--- config.mk ---
export PLATFORM = sky130hd
export DESIGN_NAME = multicycle_control_unit
export DESIGN_NICKNAME = d
export VERILOG_FILES = /design/src/rtl/multicycle_control_unit.sv
export SDC_FILE = /design/constraint.sdc
export NUM_CORES = 1
export LEC_CHECK = 0
export BUFFER_PORTS_ARGS = -buffer_cell sky130_fd_sc_hd__buf_2
export CORE_ASPECT_RATIO = 0.8
export CORE_UTILIZATION = 54
export DETAILED_ROUTE_END_ITERATION = 10
export PLACE_DENSITY = 0.84
export REMOVE_ABC_BUFFERS = 1
export SYNTH_ARGS = -nofsm -noshare
export SYNTH_HDL_FRONTEND = slang
export SYNTH_SLANG_ARGS = --single-unit
--- constraint.sdc ---
create_clock -name clk -period 4.3 [get_ports clk]
set_clock_uncertainty 0.05 [all_clocks]
set_input_delay 0.86 -clock clk [delete_from_list [all_inputs] [get_ports clk]]
set_output_delay 0.86 -clock clk [all_outputs]
set_load 0.1 [all_outputs]
--- src/rtl/multicycle_control_unit.sv ---
// multicycle_control_unit
//   Multi-cycle MIPS controller. The FSM steps through FETCH, DECODE, EXECUTE,
//   MEMORY and WRITEBACK, and uses a req/ready handshake to a variable-latency
//   unified memory port. It supports load/store, J/JAL/JR, sign-based branches,
//   a sticky halt and a watchdog on memory stalls.
// Ports
//   clk, reset          rising-edge clock; asynchronous active-high reset
//   opcode, func        fields from the instruction register
//   zero, negative      ALU flags, sampled only in EXECUTE
//   mem_ready           memory completes the current request this cycle
//   mem_req             memory request valid
//   mem_write_en        request is a write
//   ir_write, pc_write  IR / PC load strobes
//   pc_src              0=PC+4 1=branch target 2=jump target 3=rs
//   alu_src, reg_dest, link, mem_or_reg, reg_write_enable, is_unsigned
//                       datapath selects
//   alu_operation       ADD=0 SUB=1 AND=2 OR=3 SLT=4
//   halted              sticky halt
//   wdog_error          sticky memory-stall watchdog trip
module multicycle_control_unit #(
    parameter int OPCODE_W = 6,
    parameter int FUNC_W   = 6,
    parameter int ALU_OP_W = 4,
    parameter int WDOG_W   = 8
) (
    input  logic                clk,
    input  logic                reset,
    input  logic [OPCODE_W-1:0] opcode,
    input  logic [FUNC_W-1:0]   func,
    input  logic                zero,
    input  logic                negative,
    input  logic                mem_ready,
    output logic                mem_req,
    output logic                mem_write_en,
    output logic                ir_write,
    output logic                pc_write,
    output logic [1:0]          pc_src,
    output logic                alu_src,
    output logic                reg_dest,
    output logic                link,
    output logic                mem_or_reg,
    output logic                reg_write_enable,
    output logic                is_unsigned,
    output logic [ALU_OP_W-1:0] alu_operation,
    output logic                halted,
    output logic                wdog_error
);

    localparam logic [2:0] S_FETCH   = 3'd0;
    localparam logic [2:0] S_DECODE  = 3'd1;
    localparam logic [2:0] S_EXECUTE = 3'd2;
    localparam logic [2:0] S_MEMORY  = 3'd3;
    localparam logic [2:0] S_WB      = 3'd4;
    localparam logic [2:0] S_HALT    = 3'd5;

    localparam logic [OPCODE_W-1:0] OP_RTYPE = OPCODE_W'(6'b000000);
    localparam logic [OPCODE_W-1:0] OP_J     = OPCODE_W'(6'b000010);
    localparam logic [OPCODE_W-1:0] OP_JAL   = OPCODE_W'(6'b000011);
    localparam logic [OPCODE_W-1:0] OP_BEQ   = OPCODE_W'(6'b000100);
    localparam logic [OPCODE_W-1:0] OP_BNE   = OPCODE_W'(6'b000101);
    localparam logic [OPCODE_W-1:0] OP_BLEZ  = OPCODE_W'(6'b000110);
    localparam logic [OPCODE_W-1:0] OP_BGTZ  = OPCODE_W'(6'b000111);
    localparam logic [OPCODE_W-1:0] OP_ADDI  = OPCODE_W'(6'b001000);
    localparam logic [OPCODE_W-1:0] OP_ADDIU = OPCODE_W'(6'b001001);
    localparam logic [OPCODE_W-1:0] OP_LW    = OPCODE_W'(6'b100011);
    localparam logic [OPCODE_W-1:0] OP_SW    = OPCODE_W'(6'b101011);

    localparam logic [FUNC_W-1:0] FN_SYSCALL = FUNC_W'(6'b001100);
    localparam logic [FUNC_W-1:0] FN_JR      = FUNC_W'(6'b001000);
    localparam logic [FUNC_W-1:0] FN_ADD     = FUNC_W'(6'b100000);
    localparam logic [FUNC_W-1:0] FN_SUB     = FUNC_W'(6'b100010);
    localparam logic [FUNC_W-1:0] FN_AND     = FUNC_W'(6'b100100);
    localparam logic [FUNC_W-1:0] FN_OR      = FUNC_W'(6'b100101);
    localparam logic [FUNC_W-1:0] FN_SLT     = FUNC_W'(6'b101010);

    localparam logic [ALU_OP_W-1:0] ALU_ADD = ALU_OP_W'(0);
    localparam logic [ALU_OP_W-1:0] ALU_SUB = ALU_OP_W'(1);
    localparam logic [ALU_OP_W-1:0] ALU_AND = ALU_OP_W'(2);
    localparam logic [ALU_OP_W-1:0] ALU_OR  = ALU_OP_W'(3);
    localparam logic [ALU_OP_W-1:0] ALU_SLT = ALU_OP_W'(4);

    // A zero-width watchdog still needs a 1-bit counter to stay legal; it is
    // simply never enabled.
    localparam bit                WDOG_EN  = (WDOG_W > 0);
    localparam int                CNT_W    = (WDOG_W > 0) ? WDOG_W : 1;
    localparam logic [CNT_W-1:0]  CNT_ONES = '1;
    localparam logic [CNT_W-1:0]  CNT_LAST = CNT_ONES - CNT_W'(1);

    logic [2:0]       state_q, state_d;
    logic [CNT_W-1:0] wcnt_q, wcnt_d;
    logic             wdog_q, wdog_d;
    logic             req_state, stall, wdog_fire;
    logic             is_branch, taken;

    function automatic logic [ALU_OP_W-1:0] alu_from_funct(input logic [FUNC_W-1:0] f);
        case (f)
            FN_SUB:  return ALU_SUB;
            FN_AND:  return ALU_AND;
            FN_OR:   return ALU_OR;
            FN_SLT:  return ALU_SLT;
            default: return ALU_ADD;
        endcase
    endfunction

    // Only FETCH and MEMORY present a request, so mem_ready elsewhere is ignored.
    assign req_state = (state_q == S_FETCH) || (state_q == S_MEMORY);
    assign stall     = req_state && !mem_ready;
    // Fires on the stall cycle that brings the count to all-ones.
    assign wdog_fire = WDOG_EN && stall && (wcnt_q == CNT_LAST);

    assign is_branch = (opcode == OP_BEQ) || (opcode == OP_BNE) ||
                       (opcode == OP_BLEZ) || (opcode == OP_BGTZ);

    always_comb begin
        taken = 1'b0;
        case (opcode)
            OP_BEQ:  taken = zero;
            OP_BNE:  taken = !zero;
            OP_BLEZ: taken = zero || negative;
            OP_BGTZ: taken = !zero && !negative;
            default: taken = 1'b0;
        endcase
    end

    always_comb begin
        state_d          = state_q;
        mem_req          = 1'b0;
        mem_write_en     = 1'b0;
        ir_write         = 1'b0;
        pc_write         = 1'b0;
        pc_src           = 2'd0;
        alu_src          = 1'b0;
        reg_dest         = 1'b0;
        link             = 1'b0;
        mem_or_reg       = 1'b0;
        reg_write_enable = 1'b0;
        is_unsigned      = 1'b0;
        alu_operation    = ALU_ADD;
        halted           = 1'b0;
        case (state_q)
            S_FETCH: begin
                mem_req = 1'b1;
                if (mem_ready) begin
                    ir_write = 1'b1;
                    pc_write = 1'b1;
                    state_d  = S_DECODE;
                end
            end
            S_DECODE: begin
                state_d = S_EXECUTE;
                case (opcode)
                    OP_RTYPE: begin
                        case (func)
                            FN_SYSCALL: state_d = S_HALT;
                            FN_JR: begin
                                pc_write = 1'b1;
                                pc_src   = 2'd3;
                                state_d  = S_FETCH;
                            end
                            FN_ADD, FN_SUB, FN_AND, FN_OR, FN_SLT: state_d = S_EXECUTE;
                            default: state_d = S_FETCH;   // unknown funct: NOP
                        endcase
                    end
                    OP_J: begin
                        pc_write = 1'b1;
                        pc_src   = 2'd2;
                        state_d  = S_FETCH;
                    end
                    OP_JAL: begin
                        pc_write         = 1'b1;
                        pc_src           = 2'd2;
                        link             = 1'b1;
                        reg_write_enable = 1'b1;
                        state_d          = S_FETCH;
                    end
                    OP_BEQ, OP_BNE, OP_BLEZ, OP_BGTZ,
                    OP_ADDI, OP_ADDIU, OP_LW, OP_SW: state_d = S_EXECUTE;
                    default: state_d = S_FETCH;           // unknown opcode: NOP
                endcase
            end
            S_EXECUTE: begin
                if (opcode == OP_RTYPE) begin
                    alu_operation = alu_from_funct(func);
                    state_d       = S_WB;
                end else if (is_branch) begin
                    alu_operation = ALU_SUB;
                    if (taken) begin
                        pc_write = 1'b1;
                        pc_src   = 2'd1;
                    end
                    state_d = S_FETCH;
                end else begin
                    alu_src     = 1'b1;
                    is_unsigned = (opcode == OP_ADDIU);
                    state_d     = ((opcode == OP_LW) || (opcode == OP_SW)) ? S_MEMORY : S_WB;
                end
            end
            S_MEMORY: begin
                mem_req      = 1'b1;
                mem_write_en = (opcode == OP_SW);
                if (mem_ready) state_d = (opcode == OP_SW) ? S_FETCH : S_WB;
            end
            S_WB: begin
                reg_write_enable = 1'b1;
                reg_dest         = (opcode == OP_RTYPE);
                mem_or_reg       = (opcode == OP_LW);
                state_d          = S_FETCH;
            end
            S_HALT: halted = 1'b1;
            default: state_d = S_FETCH;
        endcase
        if (wdog_fire) state_d = S_HALT;
        // Outputs read zero for as long as reset is held, not only after it.
        if (reset) begin
            mem_req          = 1'b0;
            mem_write_en     = 1'b0;
            ir_write         = 1'b0;
            pc_write         = 1'b0;
            pc_src           = 2'd0;
            alu_src          = 1'b0;
            reg_dest         = 1'b0;
            link             = 1'b0;
            mem_or_reg       = 1'b0;
            reg_write_enable = 1'b0;
            is_unsigned      = 1'b0;
            alu_operation    = ALU_ADD;
            halted           = 1'b0;
        end
    end

    always_comb begin
        wcnt_d = wcnt_q;
        if (!WDOG_EN || !stall) wcnt_d = '0;
        else if (wcnt_q != CNT_ONES) wcnt_d = wcnt_q + CNT_W'(1);
        wdog_d = wdog_q || wdog_fire;
    end

    always_ff @(posedge clk or posedge reset) begin
        if (reset) begin
            state_q <= S_FETCH;
            wcnt_q  <= '0;
            wdog_q  <= 1'b0;
        end else begin
            state_q <= state_d;
            wcnt_q  <= wcnt_d;
            wdog_q  <= wdog_d;
        end
    end

    assign wdog_error = wdog_q;

endmodule

* Word level (Yosys, flattened, before mapping)
Cells that the tools add are included.
Word-level totals: flip-flop bits (word level) 12, word-level logic and storage cells 110, output and inout bits 18
Cells by class: reduce and logical (&&, ||, !) cells 20, $add $sub $neg 1, eq/ne operators 28, muxes and demuxes 58
Operators by type and width (count):
- $eq A6 B6 Y1 const B | 7
- $mux W1 | 34
- $eq A6 B3 Y1 const B | 4
- $eq A6 B4 Y1 const B | 4
- $mux W3 | 7
- $mux W8 | 2
- $pmux W3 S5 | 1
- $eq A6 B2 Y1 const B | 2
- $mux W4 | 3
- $pmux W3 S2 | 2
- $pmux W3 S4 | 1
- $add A8 B1 Y8 const B | 1
- $eq A8 B8 Y1 const B | 1
- $ne A8 B8 Y1 const B | 1
- $pmux W2 S2 | 2
- $reduce_or A8 Y1 | 1
- $logic_or A1 B1 Y1 | 7
- $eq A3 B2 Y1 const B | 2
- $eq A3 B3 Y1 const B | 2
- $logic_not A6 Y1 | 1
- $ne A3 B3 Y1 const B | 2
- $reduce_or A5 Y1 | 1
- $mux W2 | 2
- $pmux W1 S2 | 2
- other kinds (10) | 15

* Longest topological paths before layout
depth in word-level cells 8, gate-level depth with buffers 5

* Least setup slack after synthesis
OpenSTA, ideal clock, no wires.
kind input to output, start point in opcode[0], end point out alu_operation[2], data required time 3390 ps, stages 5, data arrival time 4662 ps, setup slack -1272 ps, path buffers 1, cells stage by stage buf_6 > or3_4 > nor4b_4 > nand3_1 > nor4_1
On the way: longest elaborated chain between the ends 4
Ends and longest elaborated chain:
- start, declared | RTL line 28 | input logic [OPCODE_W-1:0] opcode,
- $logic_not A6 Y1 | RTL line 182 | if (opcode == OP_RTYPE) begin
- $mux W4 | RTL line 182
- $mux W4 | RTL line 140 | case (state_q)
- $mux W4 | RTL line 214 | if (reset) begin
- end, declared | RTL line 44 | output logic [ALU_OP_W-1:0] alu_operation,
No other way between the ends.

* Final worst setup path
start point in opcode[4], end point out alu_operation[0]
On the way: longest elaborated chain between the ends 8
Ends and longest elaborated chain:
- $eq A6 B3 Y1 | RTL line 111 | assign is_branch = (opcode == OP_BEQ) || (opcode == OP_BNE) ||
- $logic_or A1 B1 Y1 (2 in a row) | RTL line 111
- $logic_or A1 B1 Y1 | RTL line 112 | (opcode == OP_BLEZ) || (opcode == OP_BGTZ);
- $mux W1 | RTL line 185 | end else if (is_branch) begin
- $mux W4 (*) | RTL line 182
- $mux W4 (*) | RTL line 140
- $mux W4 (*) | RTL line 214
Mark *: on every way between the ends. The rest lies on a longest branch, timed or not.

==> results.cfg <==
[status]
status = finished clean

[route]
finalWirelength_um = 2669
dr.pass1.iters = 5
drc = 0
dr.first_iter.drc_count = 36
via_count = 1166
antenna_left = 0
viasPerCell = 6.105
wl_per_cell_um = 13.97

[job]
maxCapViolCount = 0

[synth]
ys_seq_area_share_pct = 27.52
synth_edf_count = 0
synth_cells = 139
syn-cell-area_mm2 = 0.001091
yosys-top-cells-area = dfrtp_1 28%, nor3_1 4.6%, nor2_1 4.5%
yosys.area.top_type = dfrtp_1
yosys_warnings = 0
synth_cell_types = 44
ys_ff_latch = 12
synthArstFlopShare_pct = 100.0
synthFlopType = dfrtp_1
syn_avg_cell_area_um2 = 7.849
synth_top_area_share_pct = 27.52

[timing]
max_slew_margin_pct = 55.93
timing.final.crit_share_pct = 84.00
fmax_ghz = 0.2769
drv_slew = 0
rsz0062_at_grt = no
worst_slew_pin_slew_ns = 0.6596
setup_viol = 0
fin_crit_ns = 3.612
setup_ws_ns = 0.6881
hold_viol = 0
hold_slack_ns = 0.4295

[clock_network]
cts_tree = yes
clk_path_buf_depth = 2
cts_max_level = 1
cts_hold_buf = 0
numCtsBuffers = 3
insertion_delay_ns = 0.27
clock_sinks = 12
clk_pin_slew_ns = 0.07
cts_setup_buffers = 0
cts_root_buf = clkbuf_4
ctsResizeCount = 0

[worst_hold_path]
hold_class = flip-flop to flip-flop

[floorplan]
initial_utilization_pct = 57.67
core_area_mm2 = 0.001892
die_w_um = 52.26
die_area_mm2 = 0.002205
die_y_um = 42.21
fp-row-count = 14
pin_count = 35

[critical_path]
required_ns = 3.39
crit_fanout = 8
startpoint_type = input pin
crit_path_end_kind = output pin
worstPathArrival_ns = 2.70
crit_type = input pin to output pin

[power_and_ir_drop]
leakagePower_nw = 0.5306
p_int_mw = 0.1834
p_comb_share_pct = 36.3
clkPwrFrac_pct = 21.6
swShare_pct = 41.92
switchingPower_mw = 0.1324
ir_drop_v = 0.0001577
cellPowerDensity_mw_per_mm2 = 249.7
seqPwrFrac_pct = 42.1

[global_route]
antenna_found_initial = 0
gr-total-overflow = 0
grt_usage_pct = 26.47
grt_pass1_vias = 974
grt_pass1_wl_um = 4409
grt_start_max_net_pins = 17

[final_layout]
nets = 188
final.fill_count = 165
final_common_cell = buf_2
syn_to_final_growth_pct = 15.94
utilization_pct = 66.87
layout-drive-gt1-share_pct = 24.55
mostFrequentLayoutCells = 33 x buf_2, 13 x nor2_1, 12 x dfrtp_1, 10 x nand2_1, 10 x nor3_1
insertedDiodeCount = 0

[place]
io_buffers = 33
gp_congestion = 0.8714
hpwl_um = 2088
pre_cts_ws_ns = 0.6890
-- worst max-delay path, cell delays in order --
cell     delay (ns)
buf_2          0.14
or3_1          0.46
nor4b_4        0.28
or3b_1         0.38
a21oi_1        0.14
buf_2          0.44
-- logic make-up (layout without fill, tap and decap cells) --
family,after synthesis,after routing,share of synthesized area (%)
AOI/OAI and AO/OA,29,29,18.12
xor gates and xnor gates,5,5,4.014
adders and majority gates,2,2,2.293
buffers and inverters,13,41,5.734
DFF,12,12,27.52
muxes,1,1,0.9175
other,1,1,0.3437
and+or+nand+nor,76,76,41.06
-- power by group through the flow --
stage	registers (mW)	clock network, mW	logic, mW
final	0.133	0.0681	0.115
after CTS	0.133	0.0680	0.114
after floorplan	0.135	0	0.0812
after detailed placement	0.135	0	0.114
after global placement	0.134	0	0.112
after global routing	0.135	0.0759	0.125
-- Yosys cell counts, types with 3 or more instances --
cell type / number
a211oi_1: 3
a21oi_1: 9
clkbuf_1: 4
dfrtp_1: 12
inv_1: 5
nand2_1: 10
nand2b_1: 5
nand3_1: 5
nand4_1: 3
nor2_1: 13
nor2b_1: 3
nor3_1: 10
nor3b_1: 5
nor4_1: 6
o21bai_1: 3
or3_1: 3
xnor2_1: 4
-- area by class of cell --
class,instances,area (µm²),share of cell area (%)
Multi-Input combinational cell,114,728.2,57.57
Timing Repair Buffer,33,165.2,13.06
Sequential cell,12,300.3,23.74
Tap cell,24,30.03,2.374
Inverter,5,18.77,1.484
Clock buffer,3,22.52,1.780
-- path summary, 6_finish.rpt --
path | end | depth (start not counted) | from | slack, ns
max | alu_operation[0] | 6 | opcode[4] | 0.69
min | wdog_error | 1 | wdog_error | 0.43
max reg2reg | state_q[2] | 4 | state_q[2] | 2.35
min reg2reg | wdog_error | 1 | wdog_error | 0.43
max in group asynchronous | wcnt_q[7] | 2 | reset | 3.18
min in group asynchronous | wcnt_q[3] | 2 | reset | 0.65
-- sequential cells by signal, summed over array words and instances, names as in the netlist --
register,count
state_q,3
wcnt_q,8
wdog_error,1
-- through the flow --
| stage | instance area (µm²) | cells | TNS, ns | power (mW) |
|---|---|---|---|---|
| 6_report | 1265 | 191 | 0 | 0.3158 |
| 3_5_place_dp | 1242 | 188 | 0 | 0.2484 |
| 4_1_cts | 1265 | 191 | 0 | 0.3149 |
| 3_3_place_gp | 1242 | 188 | 0 | 0.2454 |
| 2_1_floorplan | 1047 | 131 | -4.396 | 0.2161 |
| 5_1_grt | 1265 | 191 | 0 | 0.3356 |
-- routing by layer --
layer | vias to the layer above | GRT usage [%] | routed length, µm
met5 | - | 0 | 0
met1 | 536 | 40.32 | 1284
met3 | 2 | 5.435 | 206
met2 | 51 | 39.74 | 1175
li1 | 577 | - | -
met4 | 0 | 3.158 | 3
Power figures use the tool's default switching activity.
